`src/rtl/centroid_accumulator.sv`:
```
// Frame-level green-pixel centroid engine: accumulates sum(x), sum(y) and a pixel
// count per frame, then runs two serial restoring dividers at each frame boundary.
module centroid_accumulator #(
  parameter int WIDTH     = 640,
  parameter int HEIGHT    = 480,
  parameter int MIN_COUNT = 64
) (
  input  logic       clk,
  input  logic       rst_n,
  input  logic       pix_valid,
  input  logic       eh_verde,
  input  logic [9:0] x,
  input  logic [9:0] y,
  input  logic       frame_start,
  output logic [9:0] centroX,
  output logic [9:0] centroY,
  output logic       centro_valid,
  output logic       done,
  output logic       busy,
  output logic [1:0] fsm_state
);

  localparam int SW = 28;
  localparam int CW = 19;
  localparam logic [9:0]    X_MAX   = 10'(WIDTH - 1);
  localparam logic [9:0]    Y_MAX   = 10'(HEIGHT - 1);
  localparam logic [CW-1:0] MIN_CNT = CW'(MIN_COUNT);

  typedef enum logic [1:0] {
    ST_IDLE = 2'd0,
    ST_DIV  = 2'd1,
    ST_DONE = 2'd2
  } state_t;

  state_t        state;
  logic [SW-1:0] sum_x, sum_y;
  logic [CW-1:0] cnt, snap_cnt;
  logic [CW-1:0] rem_x, rem_y;
  logic [SW-1:0] div_x, div_y;
  logic [4:0]    iter;
  logic          pix_ok;

  // pix_valid qualifies x/y/eh_verde; there is no ready, so every valid pixel is
  // consumed in the cycle it arrives and the stream is never stalled.
  assign pix_ok = pix_valid && eh_verde && (x <= X_MAX) && (y <= Y_MAX);

  // The pixel coincident with frame_start opens the new frame.
  always_ff @(posedge clk or negedge rst_n) begin
    if (!rst_n) begin
      sum_x <= '0;
      sum_y <= '0;
      cnt   <= '0;
    end else if (frame_start) begin
      sum_x <= pix_ok ? {18'd0, x} : '0;
      sum_y <= pix_ok ? {18'd0, y} : '0;
      cnt   <= pix_ok ? CW'(1) : '0;
    end else if (pix_ok) begin
      sum_x <= sum_x + {18'd0, x};
      sum_y <= sum_y + {18'd0, y};
      cnt   <= cnt + CW'(1);
    end
  end

  // One restoring step per cycle; on frame_start the first step (quotient bit 27)
  // is taken straight from the closing accumulators.
  logic [CW-1:0] src_rem_x, src_rem_y, divisor;
  logic [SW-1:0] src_div_x, src_div_y;
  logic [CW:0]   trial_x, trial_y, nrem_x, nrem_y;
  logic          ge_x, ge_y;
  logic [SW-1:0] ndiv_x, ndiv_y;
  logic [1:0]    unused_rem_msb;

  always_comb begin
    src_rem_x = frame_start ? '0 : rem_x;
    src_rem_y = frame_start ? '0 : rem_y;
    src_div_x = frame_start ? sum_x : div_x;
    src_div_y = frame_start ? sum_y : div_y;
    divisor   = frame_start ? cnt : snap_cnt;
    trial_x   = {src_rem_x, src_div_x[SW-1]};
    trial_y   = {src_rem_y, src_div_y[SW-1]};
    ge_x      = trial_x >= {1'b0, divisor};
    ge_y      = trial_y >= {1'b0, divisor};
    nrem_x    = ge_x ? (trial_x - {1'b0, divisor}) : trial_x;
    nrem_y    = ge_y ? (trial_y - {1'b0, divisor}) : trial_y;
    ndiv_x    = {src_div_x[SW-2:0], ge_x};
    ndiv_y    = {src_div_y[SW-2:0], ge_y};
  end

  // The remainder stays below the divisor, so the top trial bit is always zero after a step.
  assign unused_rem_msb = {nrem_x[CW], nrem_y[CW]};

  always_ff @(posedge clk or negedge rst_n) begin
    if (!rst_n) begin
      state        <= ST_IDLE;
      busy         <= 1'b0;
      done         <= 1'b0;
      centroX      <= '0;
      centroY      <= '0;
      centro_valid <= 1'b0;
      snap_cnt     <= '0;
      rem_x        <= '0;
      rem_y        <= '0;
      div_x        <= '0;
      div_y        <= '0;
      iter         <= '0;
    end else begin
      done <= 1'b0;
      if (frame_start) begin
        snap_cnt <= cnt;
        rem_x    <= nrem_x[CW-1:0];
        rem_y    <= nrem_y[CW-1:0];
        div_x    <= ndiv_x;
        div_y    <= ndiv_y;
        iter     <= 5'd27;
        if (cnt >= MIN_CNT) begin
          state <= ST_DIV;
          busy  <= 1'b1;
        end else begin
          state        <= ST_IDLE;
          busy         <= 1'b0;
          done         <= 1'b1;
          centro_valid <= 1'b0;
        end
      end else begin
        case (state)
          ST_DIV: begin
            rem_x <= nrem_x[CW-1:0];
            rem_y <= nrem_y[CW-1:0];
            div_x <= ndiv_x;
            div_y <= ndiv_y;
            iter  <= iter - 5'd1;
            if (iter == 5'd1) state <= ST_DONE;
          end
          ST_DONE: begin
            centroX      <= (div_x > SW'(X_MAX)) ? X_MAX : div_x[9:0];
            centroY      <= (div_y > SW'(Y_MAX)) ? Y_MAX : div_y[9:0];
            centro_valid <= 1'b1;
            done         <= 1'b1;
            busy         <= 1'b0;
            state        <= ST_IDLE;
          end
          default: state <= ST_IDLE;
        endcase
      end
    end
  end

  assign fsm_state = state;

endmodule

```
`config.mk`:
```
export PLATFORM = sky130hd
export DESIGN_NAME = centroid_accumulator
export DESIGN_NICKNAME = d
export VERILOG_FILES = /design/src/rtl/centroid_accumulator.sv
export SDC_FILE = /design/constraint.sdc
export NUM_CORES = 1
export LEC_CHECK = 0
export BUFFER_PORTS_ARGS = -buffer_cell sky130_fd_sc_hd__buf_2
export CELL_PAD_IN_SITES_DETAIL_PLACEMENT = 0
export CELL_PAD_IN_SITES_GLOBAL_PLACEMENT = 2
export CORE_MARGIN = 5
export CORE_UTILIZATION = 41
export CTS_BUF_LIST = sky130_fd_sc_hd__clkbuf_2 sky130_fd_sc_hd__clkbuf_4 sky130_fd_sc_hd__clkbuf_8
export CTS_CLUSTER_DIAMETER = 80
export CTS_CLUSTER_SIZE = 10
export DETAILED_ROUTE_END_ITERATION = 12
export PLACE_DENSITY = 0.88
export SETUP_SLACK_MARGIN = 0.2
export SLEW_MARGIN = 5
export SYNTH_ARGS = -nofsm -noshare
export SYNTH_HDL_FRONTEND = slang
export SYNTH_SLANG_ARGS = --single-unit
```
`constraint.sdc`:
```
create_clock -name clk -period 3.8 [get_ports clk]
set_input_delay 0.19 -clock clk [delete_from_list [all_inputs] [get_ports clk]]
set_output_delay 0.19 -clock clk [all_outputs]
set_load 0.01 [all_outputs]
```
After elaboration in Yosys (flattened, before gate mapping)

Cells that the tools add are included.

Register bits after elaboration: 218
Latch bits: 0
Bits in writable memories: 0
ROM bits: 0
Input bits: 25
Output and inout bits: 25
Logic and storage cells: 83
Memories kept: 0

Add/subtract/negate cells: 6
Multiply operators: 0
Div/mod/pow operators: 0
Order comparisons: 7
Equality and inequality tests: 5
Shifts and indexed selects: 0
Muxes and demuxes: 41
Bitwise logic cells: 1
Reduce and logical (&&, ||, !) cells: 8

Operator list:

| kind                                                                                  | number |
|---|---|
| 28-bit 2-to-1 mux                                                                     | 10 |
| 19-bit 2-to-1 mux                                                                     | 11 |
| 28-bit by 10-bit adder with 28-bit output                                             | 2 |
| 20-bit by 19-bit greater-or-equal comparator with 1-bit output                        | 2 |
| 10-bit 2-to-1 mux                                                                     | 4 |
| 19-bit subtractor                                                                     | 2 |
| 28-bit by 10-bit greater-than comparator with 1-bit output (second input constant)    | 1 |
| 28-bit by 9-bit greater-than comparator with 1-bit output (second input constant)     | 1 |
| 19-bit by 1-bit adder with 19-bit output (second input constant)                      | 1 |
| 19-bit by 7-bit greater-or-equal comparator with 1-bit output (second input constant) | 1 |
| 1-bit 2-to-1 mux                                                                      | 11 |
| 10-bit less-or-equal comparator (second input constant)                               | 1 |
| 10-bit by 9-bit less-or-equal comparator with 1-bit output (second input constant)    | 1 |
| 5-bit 2-to-1 mux                                                                      | 2 |
| 2-bit 2-to-1 mux                                                                      | 3 |
| 2-bit nonzero test                                                                    | 3 |
| 5-bit by 1-bit == test with 1-bit output (second input constant)                      | 1 |
| 5-bit by 1-bit subtractor with 5-bit output (second input constant)                   | 1 |
| 2-bit AND reduction                                                                   | 2 |
| 1-bit logical AND                                                                     | 3 |
| 3-bit != test (second input constant)                                                 | 1 |
| 2-bit by 1-bit == test with 1-bit output (second input constant)                      | 1 |
| 2-bit == test (second input constant)                                                 | 1 |
| 2-bit != test (second input constant)                                                 | 1 |
| 1-bit inverter                                                                        | 1 |

Depth between registers and ports, before layout

Gate-level depths: netlist of run 1.

Depth in word-level cells: 5
Depth in mapped cells: 17
Mapped depth without buffers: 13

Least setup slack after synthesis of run 1

OpenSTA, ideal clock, no wires.

Path kind: input-to-reg
From: input frame_start
To: register rem_x[11]
Arrival: 3.904 ns
Data required time: 3.661 ns
Setup slack: -0.243 ns
Stages on the path: 16
Path buffers: 5
Cell sequence: buf_4 > clkbuf_1 > buf_1 > buf_1 > mux2_2 > ha_1 > fa_1 > o21ai_0 > nand4_2 > a211oi_4 > a31oi_1 > o211a_4 > and2_4 > buf_6 > a22oi_1 > o22ai_1

Longest elaborated chain between the ends: 5
Elaborated cells on any way between the ends: 9
Those cells by class: add/sub (1); order compare (1); mux (6); reduce/logical (1)

Ends and longest elaborated chain:

| item                                                                                                       | line   | RTL |
|---|---|---|
| start: declaration                                                                                         | 14     | `input logic frame_start,` |
| 19-bit 2-to-1 mux (*)                                                                                      | --     |  |
| via divisor[0]                                                                                             | 66     | `logic [CW-1:0] src_rem_x, src_rem_y, divisor;` |
| 19-bit subtractor / 20-bit by 19-bit greater-or-equal comparator with 1-bit output (equally long branches) | 83, 81 |  |
| 19-bit 2-to-1 mux (*)                                                                                      | 83     | `nrem_x = ge_x ? (trial_x - {1'b0, divisor}) : trial_x;` |
| 19-bit 2-to-1 mux                                                                                          | 125    | `case (state)` |
| 19-bit 2-to-1 mux (*)                                                                                      | 108    | `if (frame_start) begin` |
| end signal: assignment                                                                                     | 110    | `rem_x <= nrem_x[CW-1:0];` |
| end signal: assignment                                                                                     | 127    | `rem_x <= nrem_x[CW-1:0];` |
| end: declaration                                                                                           | 38     | `logic [CW-1:0] rem_x, rem_y;` |

The timed path passes the listed nets; every way through them passes the cells marked *. The select of a mux whose other input is x is not followed.
A chain may end at the register's enable or synchronous reset.

Worst setup path after layout of run 1

From: input frame_start
To: register rem_y[11]

Longest elaborated chain between the ends: 5
Elaborated cells on any way between the ends: 9
Those cells by class: add/sub (1); order compare (1); mux (6); reduce/logical (1)

Ends and longest elaborated chain:

| item                                                                                                       | line   | RTL |
|---|---|---|
| 19-bit 2-to-1 mux (*)                                                                                      | --     |  |
| via divisor[0]                                                                                             | 66     |  |
| 19-bit subtractor / 20-bit by 19-bit greater-or-equal comparator with 1-bit output (equally long branches) | 84, 82 |  |
| 19-bit 2-to-1 mux (*)                                                                                      | 84     | `nrem_y = ge_y ? (trial_y - {1'b0, divisor}) : trial_y;` |
| 19-bit 2-to-1 mux                                                                                          | 125    |  |
| 19-bit 2-to-1 mux (*)                                                                                      | 108    |  |
| end signal: assignment                                                                                     | 111    | `rem_y <= nrem_y[CW-1:0];` |
| end signal: assignment                                                                                     | 128    | `rem_y <= nrem_y[CW-1:0];` |
| end: declaration                                                                                           | 38     |  |

Marks and branches as above.

==> results of run 1 <==
-- critical path, stage by stage --
cell           delay (ns)
dlygate4sd3_1        0.58
buf_12               0.25
mux2_2               0.41
ha_1                 0.23
fa_1                 0.41
nor2b_1              0.15
a221oi_2             0.10
o21ai_2              0.32
o211ai_1             0.20
a21oi_2              0.26
nand2_1              0.34
o32ai_1              0.38
-- per-layer routing --
metal	global-route usage, %	vias to the layer above	share of wire [%]
li1	-	5029	-
met1	25.1	4934	47
met2	30.3	138	47
met3	2.15	53	2.9
met4	5.35	0	3.1
met5	0	-	0
-- per-stage QoR --
| stage | util, % | area [um2] |
|---|---|---|
| 5_1_grt | 46.1 | 14200 |
| 4_1_cts | 46.1 | 14200 |
| 2_1_floorplan | - | 12900 |
| 3_5_place_dp | 44.1 | 13600 |
| 3_3_place_gp | 44.1 | 13600 |
| 6_report | 46.1 | 14200 |
-- power by group through the flow --
stage / Combinational [uW] / Clock, uW / Sequential (uW)
floorplan: 1970 / 0 / 2720
global placement: 2500 / 0 / 2790
detailed placement: 2510 / 0 / 2790
CTS: 2540 / 1570 / 2750
global route: 2830 / 1660 / 2780
finish: 2540 / 1500 / 2750
-- registers in the layout, summed over array words and instances, names as in the netlist, 2 cells and up --
signal	count
fsm_state	2
iter	5
rem_x	19
div_y	28
centroX	10
snap_cnt	19
div_x	28
cnt	19
sum_x	28
rem_y	19
sum_y	28
centroY	10
-- worst min path at each step --
stage	startpoint	end	slack (ns)	cells past startpoint
6_report	rst_n	rem_y[15]	0.22	2
5_1_grt	y[9]	sum_y[9]	0.25	5
4_1_cts	y[9]	sum_y[9]	0.19	5
3_5_place_dp	rst_n	rem_y[15]	0.29	1
3_3_place_gp	rst_n	rem_y[15]	0.29	1
2_1_floorplan	rst_n	busy	-0.11	0
-- logic make-up (layout without fill, tap and decap cells) --
kind of cell	Yosys count	in the layout
xor gates and xnor gates	88	88
DFF	218	218
muxes	85	85
buffers and inverters	125	183
AOI/OAI and AO/OA	364	364
adders and majority gates	64	64
and+or+nand+nor	452	452
-- placed cells by master, fill, tap and decap left out, types with 6 or more instances in the layout --
cell             n
buf_2           47
nor3_1          14
nor4_1          14
clkbuf_8        27
dfrtp_1        218
ha_1            60
nor2b_1         43
o21a_1           7
o21ai_0        125
a21o_1          25
nor2_1          96
xnor2_1         52
nand2_1        151
nand3_1         41
a22oi_1         14
or3_1           16
mux2i_1         80
a21oi_1         97
and3_1          26
o22ai_1         20
nor3b_1          6
nand4_1         12
o22a_1          16
dlygate4sd3_1   21
and2_1           9
buf_4           25
xor2_1          36
inv_1           55
-- timing repair --
item / CTS / global route
endpoints found under the hold margin: 117 / 0
hold buffers: 21 / 0
gates resized for setup: 0 / 3
endpoints found under the setup margin: 0 / 12
-- final cells by class --
| class | instances | area (um2) |
|---|---|---|
| Sequential cell | 218 | 5460 |
| Tap cell | 396 | 495 |
| Clock inverter | 3 | 23.8 |
| Inverter | 56 | 210 |
| Timing Repair Buffer | 97 | 708 |
| Multi-Input combinational cell | 1053 | 6910 |
| Fill cell | 3048 | 16600 |
| Clock buffer | 27 | 372 |
==> reports/metrics.yaml, run 1 <==
status: "finished clean"
ys_types: 73
p_sw_uw: 2470
syn-num-nets: 1485
holdCritPathClass: "in -> async"
ys_seq_elements: 218
clkPwrFrac_pct: 22.1
worst_clock_skew_ns: 0.0165
syn_inst: 1396
detail-route-antenna-nets: 0
vias: 10154
r2r_start: "cnt[0]"
wl_per_cell_um: 17.5
switching_share_pct: 36.4
routed_via_density: 5.49
crit_path_end_kind: "flop"
fin_crit_sh_pct: 89.8
drive_gt1_share_pct: 9.42
finalSetupTns_ns: 0
drt_pass1_iterations: 5
clk_latency_ns: 0.57
synth_edf_count: 0
seqPwrFrac_pct: 40.5
maxSlewViolCount: 0
crit_path_start: "frame_start"
r2r_end: "rem_y[11]"
arrival_ns: 3.87
cp.required_ns: 4.26
place_congestion: 0.878
p_per_area_mw_per_mm2: 479
num_io_pins: 50
initial_core_util_pct: 41.8
drv_cap: 0
seq_area_frac_synth_pct: 42.5
pre_cts_ws_ns: 0.371
fin_hold_ws_ns: 0.218
synth_common_cells: "dfrtp_1, nand2_1, o21ai_0"
clockBufferDepth: 3
synth-xor-area-share_pct: 6.00
place_hpwl_um: 22300
synth-simple-area-share_pct: 17.0
gr-total-overflow: 0
finalCriticalPeriod_ns: 3.41
synthAdderAreaFrac_pct: 6.47
criticalPathCategory: "in -> reg"
power_frac_comb_pct: 37.4
fp-row-count: 64
netlist_area_mm2: 0.0128
yosysMostFrequentCell: "dfrtp_1"
layoutNonFillerInstCount: 1850
grt_antenna_before_repair: 0
cts_root_buffer: "clkbuf_8"
core_mm2: 0.0307
cts.clk_slew.worst_paths_ns: 0.08
grt_pass1_vias: 10246
p_int_uw: 4320
diodes: 0
startpoint_type: "input pin"
syn_avg_cell_area_um2: 9.20
final_nets: 1541
areaGrowthSynthToFinish_pct: 10.3
post_cts_buffers: 0
cts_buffers: 26
crit_fanout: 49
slew-limit-headroom_pct: 42.6
hold_violations: 0
die_area_mm2: 0.0350
post-route-drc-count: 0
setup_slack_ns: 0.388
fmax_mhz: 293
cts_tree: "yes"
setup_violations: 0
tightest_slew_ns: 0.860
drt_iter0_drc: 564
wl_um: 32300
grt_setup_unrepaired: "no"
async_flop_share_pct: 100
yosys.area.top_type: "dfrtp_1"
rr_worst_depth: 10
synth-compound-area-share_pct: 17.5
grt_max_degree: 97
synth_top_family_by_area: "compound AO/OA/AOI/OAI gates"
die_h_um: 187
leakage_uw: 0.00657
r2r_slack_ns: 0.55
crit_end: "rem_y[11]"
synth_area_leaders: "dfrtp_1, mux2i_1, ha_1, o21ai_0, nand2_1"
power_uw: 6790
muxShareOfSynthArea_pct: 6.67
grt_pass1_wl_um: 53600
vdd_drop_max_mv: 0.220
grt_usage_pct: 18.2
die_width_um: 187
synth_top_area_share_pct: 42.5
ys.flop_type: "dfrtp_1"
io_buffers: 49
numClockSinks: 218
dp.cells: 1799
htreeDepth: 1
yosysWarnings: 0
(Power assumes the default switching activity.)
==> inputs of run 2 (changes only) <==
CORE_UTILIZATION = 44   (was 41)
PLACE_DENSITY = 0.93   (was 0.88)
clock period = 4.4 ns   (was 3.8 ns; I/O delays follow)
==> run 2 against run 1 <==
Against the previous run: worst setup slack improved by 0.62 ns; final cell count fell by 1.4%; first-iteration DRC count rose by 4.6%; critical path depth fell by 1; clock-buffer cell count fell by 1; power fell by 15%; combinational power fell by 16%; routed wire length fell by 3.0%; critical path type is now reg -> reg; critical endpoint is now rem_x[18].
==> reports/metrics.yaml, run 2 (same netlist as run 1, synthesis figures left out) <==
rr_worst_depth: 11  # was 10
post-route-drc-count: 0  # unchanged
status: "finished clean"  # unchanged
crit_path_start: "cnt[0]"  # was frame_start
die_h_um: 181  # was 187 um
drive_gt1_share_pct: 8.47  # was 9.42%
grt_usage_pct: 19.0  # was 18.2%
io_buffers: 49  # unchanged
r2r_slack_ns: 1.01  # was 0.55 ns
numClockSinks: 218  # unchanged
fin_hold_ws_ns: 0.0772  # was 0.218 ns
die_area_mm2: 0.0327  # was 0.0350 mm2
cp.required_ns: 4.81  # was 4.26 ns
finalSetupTns_ns: 0  # unchanged
power_uw: 5770  # was 6790 uW
criticalPathCategory: "reg -> reg"  # was in -> reg
crit_path_end_kind: "flop"  # unchanged
fp-row-count: 62  # was 64
cts.clk_slew.worst_paths_ns: 0.08  # about the same
cp_slowest_cell: "dfrtp_1"  # was dlygate4sd3_1
arrival_ns: 3.80  # was 3.87 ns
vias: 10025  # was 10,154
areaGrowthSynthToFinish_pct: 9.22  # was 10.3%
maxSlewViolCount: 0  # unchanged
pre_cts_ws_ns: 0.695  # was 0.371 ns
grt_pass1_wl_um: 52200  # was 53,600 um
leakage_uw: 0.00651  # was 0.00657 uW
drt_pass1_iterations: 5  # unchanged
initial_core_util_pct: 44.6  # was 41.8%
fmax_mhz: 295
drv_cap: 0  # unchanged
place_hpwl_um: 21400  # was 22,300 um
post-route-util_pct: 48.8  # was 46.1%
cts_buffers: 25  # was 26
detail-route-antenna-nets: 0  # unchanged
holdCritPathClass: "in -> reg"  # was in -> async
grt_pass1_vias: 9993  # was 10,246
crit_fanout: 17  # was 49
gr-total-overflow: 0  # unchanged
hold_violations: 0  # unchanged
slowest_delay_ns: 0.46  # was 0.58 ns
wl_per_cell_um: 17.2  # was 17.5 um
r2r_end: "rem_x[18]"  # was rem_y[11]
final_nets: 1529  # was 1,541
p_per_area_mw_per_mm2: 411  # was 479 mW/mm2
die_width_um: 181  # was 187 um
vdd_drop_max_mv: 0.222  # was 0.220 mV
cp_cell_sequence: "mux2_2 -> ha_1 -> fa_1 -> o21ai_0 -> nand4_2 -> a211oi_4 -> a31oi_1 -> o211a_4 -> and2_4 -> a22oi_1 -> o22ai_1"  # was dlygate4sd3_1 -> buf_12 -> mux2_2 -> ha_1 -> fa_1 -> nor2b_1 -> a221oi_2 -> o21ai_2 -> o211ai_1 -> a21oi_2 -> nand2_1 -> o32ai_1
finalCriticalPeriod_ns: 3.39
grt_antenna_before_repair: 0  # unchanged
wl_um: 31300  # was 32,300 um
setup_slack_ns: 1.01  # was 0.388 ns
cts_root_buffer: "clkbuf_8"  # unchanged
slew-limit-headroom_pct: 33.0  # was 42.6%
diodes: 0  # unchanged
grt_setup_unrepaired: "no"  # unchanged
startpoint_type: "flop"  # was input pin
worst_clock_skew_ns: 0.0125  # was 0.0165 ns
setup_violations: 0  # unchanged
tightest_slew_ns: 1.00  # was 0.860 ns
num_io_pins: 50  # unchanged
cts_tree: "yes"  # unchanged
drt_iter0_drc: 590  # was 564
r2r_start: "cnt[0]"  # unchanged
htreeDepth: 1  # unchanged
clockBufferDepth: 3  # unchanged
final_common_cell: "dfrtp_1"  # unchanged
fin_crit_sh_pct: 77.0
clk_latency_ns: 0.57  # about the same
crit_end: "rem_x[18]"  # was rem_y[11]
core_mm2: 0.0288  # was 0.0307 mm2
routed_via_density: 5.50  # was 5.49
place_congestion: 0.878  # about the same
grt_max_degree: 102  # was 97
most-common-layout-cells: "dfrtp_1, nand2_1, o21ai_0"  # unchanged
## run 2: layout make-up
class	instances	area [um2]
Inverter	56	210
Sequential cell	218	5460
Fill cell	2767	14700
Tap cell	384	480
Clock inverter	1	11.3
Multi-Input combinational cell	1053	6900
Timing Repair Buffer	86	618
Clock buffer	26	358
## run 2: per-stage QoR
| stage | instances | area, um2 |
|---|---|---|
| after floorplan | 1396 | 12800 |
| after global placement | 1777 | 13500 |
| after detailed placement | 1777 | 13500 |
| after CTS | 1824 | 14000 |
| after global routing | 1824 | 14000 |
| final | 1824 | 14000 |
## run 2: routing by layer
metal / part of all wire (%) / global-route usage, % / wire length, um
met5: 0 / 0 / 0
met4: 1.8 / 3.99 / 569
met3: 3.5 / 2.23 / 1080
met2: 46 / 31.0 / 14500
met1: 48 / 27.3 / 15100
## run 2: power breakdown
group	switching, uW	leakage (uW)	internal [uW]
Clock	726	0.000193	529
Combinational	1190	0.00338	947
Sequential	170	0.00295	2210
Total	2090	0.00651	3680
## run 2: repair_timing
item | in CTS | in global routing
hold buffers | 20 | 0
buffers inserted | 0 | 0
resized for setup | 0 | 0
hold endpoints to repair | 118 | 0
## run 2: worst min-delay path by stage
stage / start / to / slack [ns] / depth (start not counted)
4_1_cts: frame_start / cnt[12] / 0.07 / 2
6_report: frame_start / cnt[12] / 0.08 / 2
5_1_grt: frame_start / cnt[15] / 0.10 / 2
3_3_place_gp: rst_n / snap_cnt[6] / 0.31 / 1
2_1_floorplan: rst_n / busy / -0.08 / 0
3_5_place_dp: rst_n / cnt[17] / 0.32 / 1
## run 2: critical path, delay by kind of cell, from the launching register on
kind / cells / cell delay (ns)
compound gates: 6 / 1.37
fa+ha+maj: 2 / 0.65
flops: 1 / 0.46
simple gates: 2 / 0.42
mux: 1 / 0.34
==> inputs of run 3 (changes only) <==
CORE_UTILIZATION = 37   (was 44)
PLACE_DENSITY = 0.84   (was 0.93)
clock period = 2.8 ns   (was 4.4 ns; I/O delays follow)
==> run 3 against run 2 <==
Against the previous run: the flow now finishes with violations (setup timing); register-to-register slack worse by 1.1 ns; non-clock buffer count up 195; highest routed layer unchanged; critical path depth rose by 3; final area is 18% higher; hold slack lost 0.0017 ns; worst setup slack got worse by 1.1 ns; critical path type unchanged; sequential share of layout area fell by 5.9 points; largest power group is now combinational cells.
==> reports/metrics.yaml, run 3 (same netlist as run 1, synthesis figures left out) <==
wl_um: 36300  # was 31,300 um
drt_iter0_drc: 587  # was 590
rr_worst_depth: 14  # was 11
num_io_pins: 50  # unchanged
slowest_delay_ns: 0.39  # was 0.46 ns
cts_buffers: 25  # unchanged
power_uw: 11200  # was 5770 uW
io_buffers: 49  # unchanged
holdCritPathClass: "in -> reg"  # unchanged
violations: "setup timing"
clockBufferDepth: 3  # unchanged
layoutNonFillerInstCount: 2096  # was 1,824
numClockSinks: 218  # unchanged
vdd_drop_max_mv: 0.327  # was 0.222 mV
place_area_mm2: 0.0147  # was 0.0135 mm2
cp_slowest_cell: "fa_2"  # was dfrtp_1
pre_cts_ws_ns: -0.213  # was 0.695 ns
cts_tree: "yes"  # unchanged
drt_pass1_iterations: 5  # unchanged
most-common-layout-cells: "dfrtp_1, buf_4, nand2_1"  # was dfrtp_1, nand2_1, o21ai_0
arrival_ns: 3.37  # was 3.80 ns
finalSetupTns_ns: -1.37  # was 0 ns
finalCriticalPeriod_ns: 2.91  # was 3.39 ns
grt_usage_pct: 18.5  # was 19.0%
final_nets: 1729  # was 1,529
cts.clk_slew.worst_paths_ns: 0.09  # was 0.08 ns
criticalPathCategory: "reg -> reg"  # unchanged
grt_pass1_wl_um: 59000  # was 52,200 um
clk_latency_ns: 0.57  # about the same
fin_crit_sh_pct: 104  # was 77.0%
grt_pass1_vias: 11269  # was 9,993
cp.required_ns: 3.26  # was 4.81 ns
crit_path_end_kind: "flop"  # unchanged
setup_slack_ns: -0.113  # was 1.01 ns
die_h_um: 196  # was 181 um
hold_depth: 3  # was 2
worst_clock_skew_ns: 0.0227  # was 0.0125 ns
cp_cell_sequence: "mux2_4 -> buf_6 -> ha_4 -> fa_2 -> nor2b_4 -> a221oi_4 -> o21ai_2 -> o211ai_1 -> a21oi_2 -> buf_6 -> buf_12 -> buf_8 -> mux2i_2 -> o21ai_1"  # was mux2_2 -> ha_1 -> fa_1 -> o21ai_0 -> nand4_2 -> a211oi_4 -> a31oi_1 -> o211a_4 -> and2_4 -> a22oi_1 -> o22ai_1
finalInstanceArea_mm2: 0.0166  # was 0.0140 mm2
drv_cap: 0  # unchanged
slew-limit-headroom_pct: 30.5  # was 33.0%
crit_fanout: 6  # was 17
final_common_cell: "dfrtp_1"  # unchanged
gr-total-overflow: 0  # unchanged
htreeDepth: 1  # unchanged
detail-route-antenna-nets: 0  # unchanged
drive_gt1_share_pct: 27.6  # was 8.47%
startpoint_type: "flop"  # unchanged
place_hpwl_um: 24400  # was 21,400 um
p_per_area_mw_per_mm2: 675  # was 411 mW/mm2
core_mm2: 0.0344  # was 0.0288 mm2
setup_violations: 34  # was 0
tightest_slew_ns: 1.04  # was 1.00 ns
leakage_uw: 0.00763  # was 0.00651 uW
die_area_mm2: 0.0386  # was 0.0327 mm2
grt_setup_unrepaired: "yes"  # was no
crit_top_cell: "buf_6"
dp.cells: 1991  # was 1,777
wl_per_cell_um: 17.3  # was 17.2 um
cts_root_buffer: "clkbuf_8"  # unchanged
vias: 11031  # was 10,025
maxSlewViolCount: 0  # unchanged
die_width_um: 196  # was 181 um
post-route-drc-count: 0  # unchanged
routed_via_density: 5.26  # was 5.50
status: "complete, but fails checks"  # was finished clean
fmax_mhz: 343  # was 295 MHz
grt_max_degree: 75  # was 102
areaGrowthSynthToFinish_pct: 28.8  # was 9.22%
fp-row-count: 68  # was 62
hold_violations: 0  # unchanged
place_congestion: 0.879  # was 0.878
initial_core_util_pct: 37.4  # was 44.6%
grt_antenna_before_repair: 0  # unchanged
run 3: changes by cell type in the layout (fill, tap and decap cells not counted), sizes merged:
cell	change
o211a	+2
and2	+1
diode	+1
or2	+1
and3	+1
buf	+192
dlygate4sd3	+3
run 3: where the power goes:
part	switching, uW	internal, uW
logic	2600	2850
registers	284	3470
clock network	1140	831
run 3: worst max-delay path, delay by kind of cell (launching register included):
kind | cells | cell delay [ns]
buf+inv | 4 | 0.51
compound gates | 5 | 0.72
simple gates | 1 | 0.15
fa+ha+maj | 2 | 0.55
flops | 1 | 0.38
mux | 2 | 0.51
run 3: path summary, 6_finish.rpt:
path / slack (ns) / from / to
min: 0.08 / frame_start / rem_y[5]
max: -0.11 / snap_cnt[0] / rem_y[3]
max in group asynchronous: 1.64 / rst_n / sum_x[17]
max reg2reg: -0.11 / snap_cnt[0] / rem_y[3]
min reg2reg: 0.48 / rem_y[3] / rem_y[3]
min in group asynchronous: 0.15 / rst_n / rem_x[16]
run 3: routing by layer:
metal,GRT usage (%),vias up,wire length [um]
met5,0,-,0
met1,25.0,5415,16800
met4,5.38,0,959
met3,2.12,55,1100
li1,-,5424,-
met2,31.4,137,17400
run 3: repair_timing:
| item | CTS | global route |
|---|---|---|
| hold endpoints to repair | 93 | 0 |
| buffers inserted | 29 | 18 |
| hold buffers | 23 | 0 |
| gates cloned | 7 | 0 |
| setup endpoints to repair | 75 | 74 |
| pin swaps | 33 | 79 |
| resized for setup | 87 | 120 |
run 3: cell type report:
type,instances,area [um2]
Tap cell,455,569
Clock buffer,26,358
Inverter,56,210
Antenna cell,1,2.50
Sequential cell,218,5460
Timing Repair Buffer,281,2250
Multi-Input combinational cell,1058,7700
Clock inverter,1,11.3
Fill cell,3309,17800
run 3: per-stage QoR:
step           utilization [%]  hold slack [ns]
5_1_grt                   48.2           0.0447
3_3_place_gp              42.8            0.168
3_5_place_dp              42.8            0.166
4_1_cts                   46.3           0.0140
2_1_floorplan                -           -0.156
6_report                  48.2           0.0755
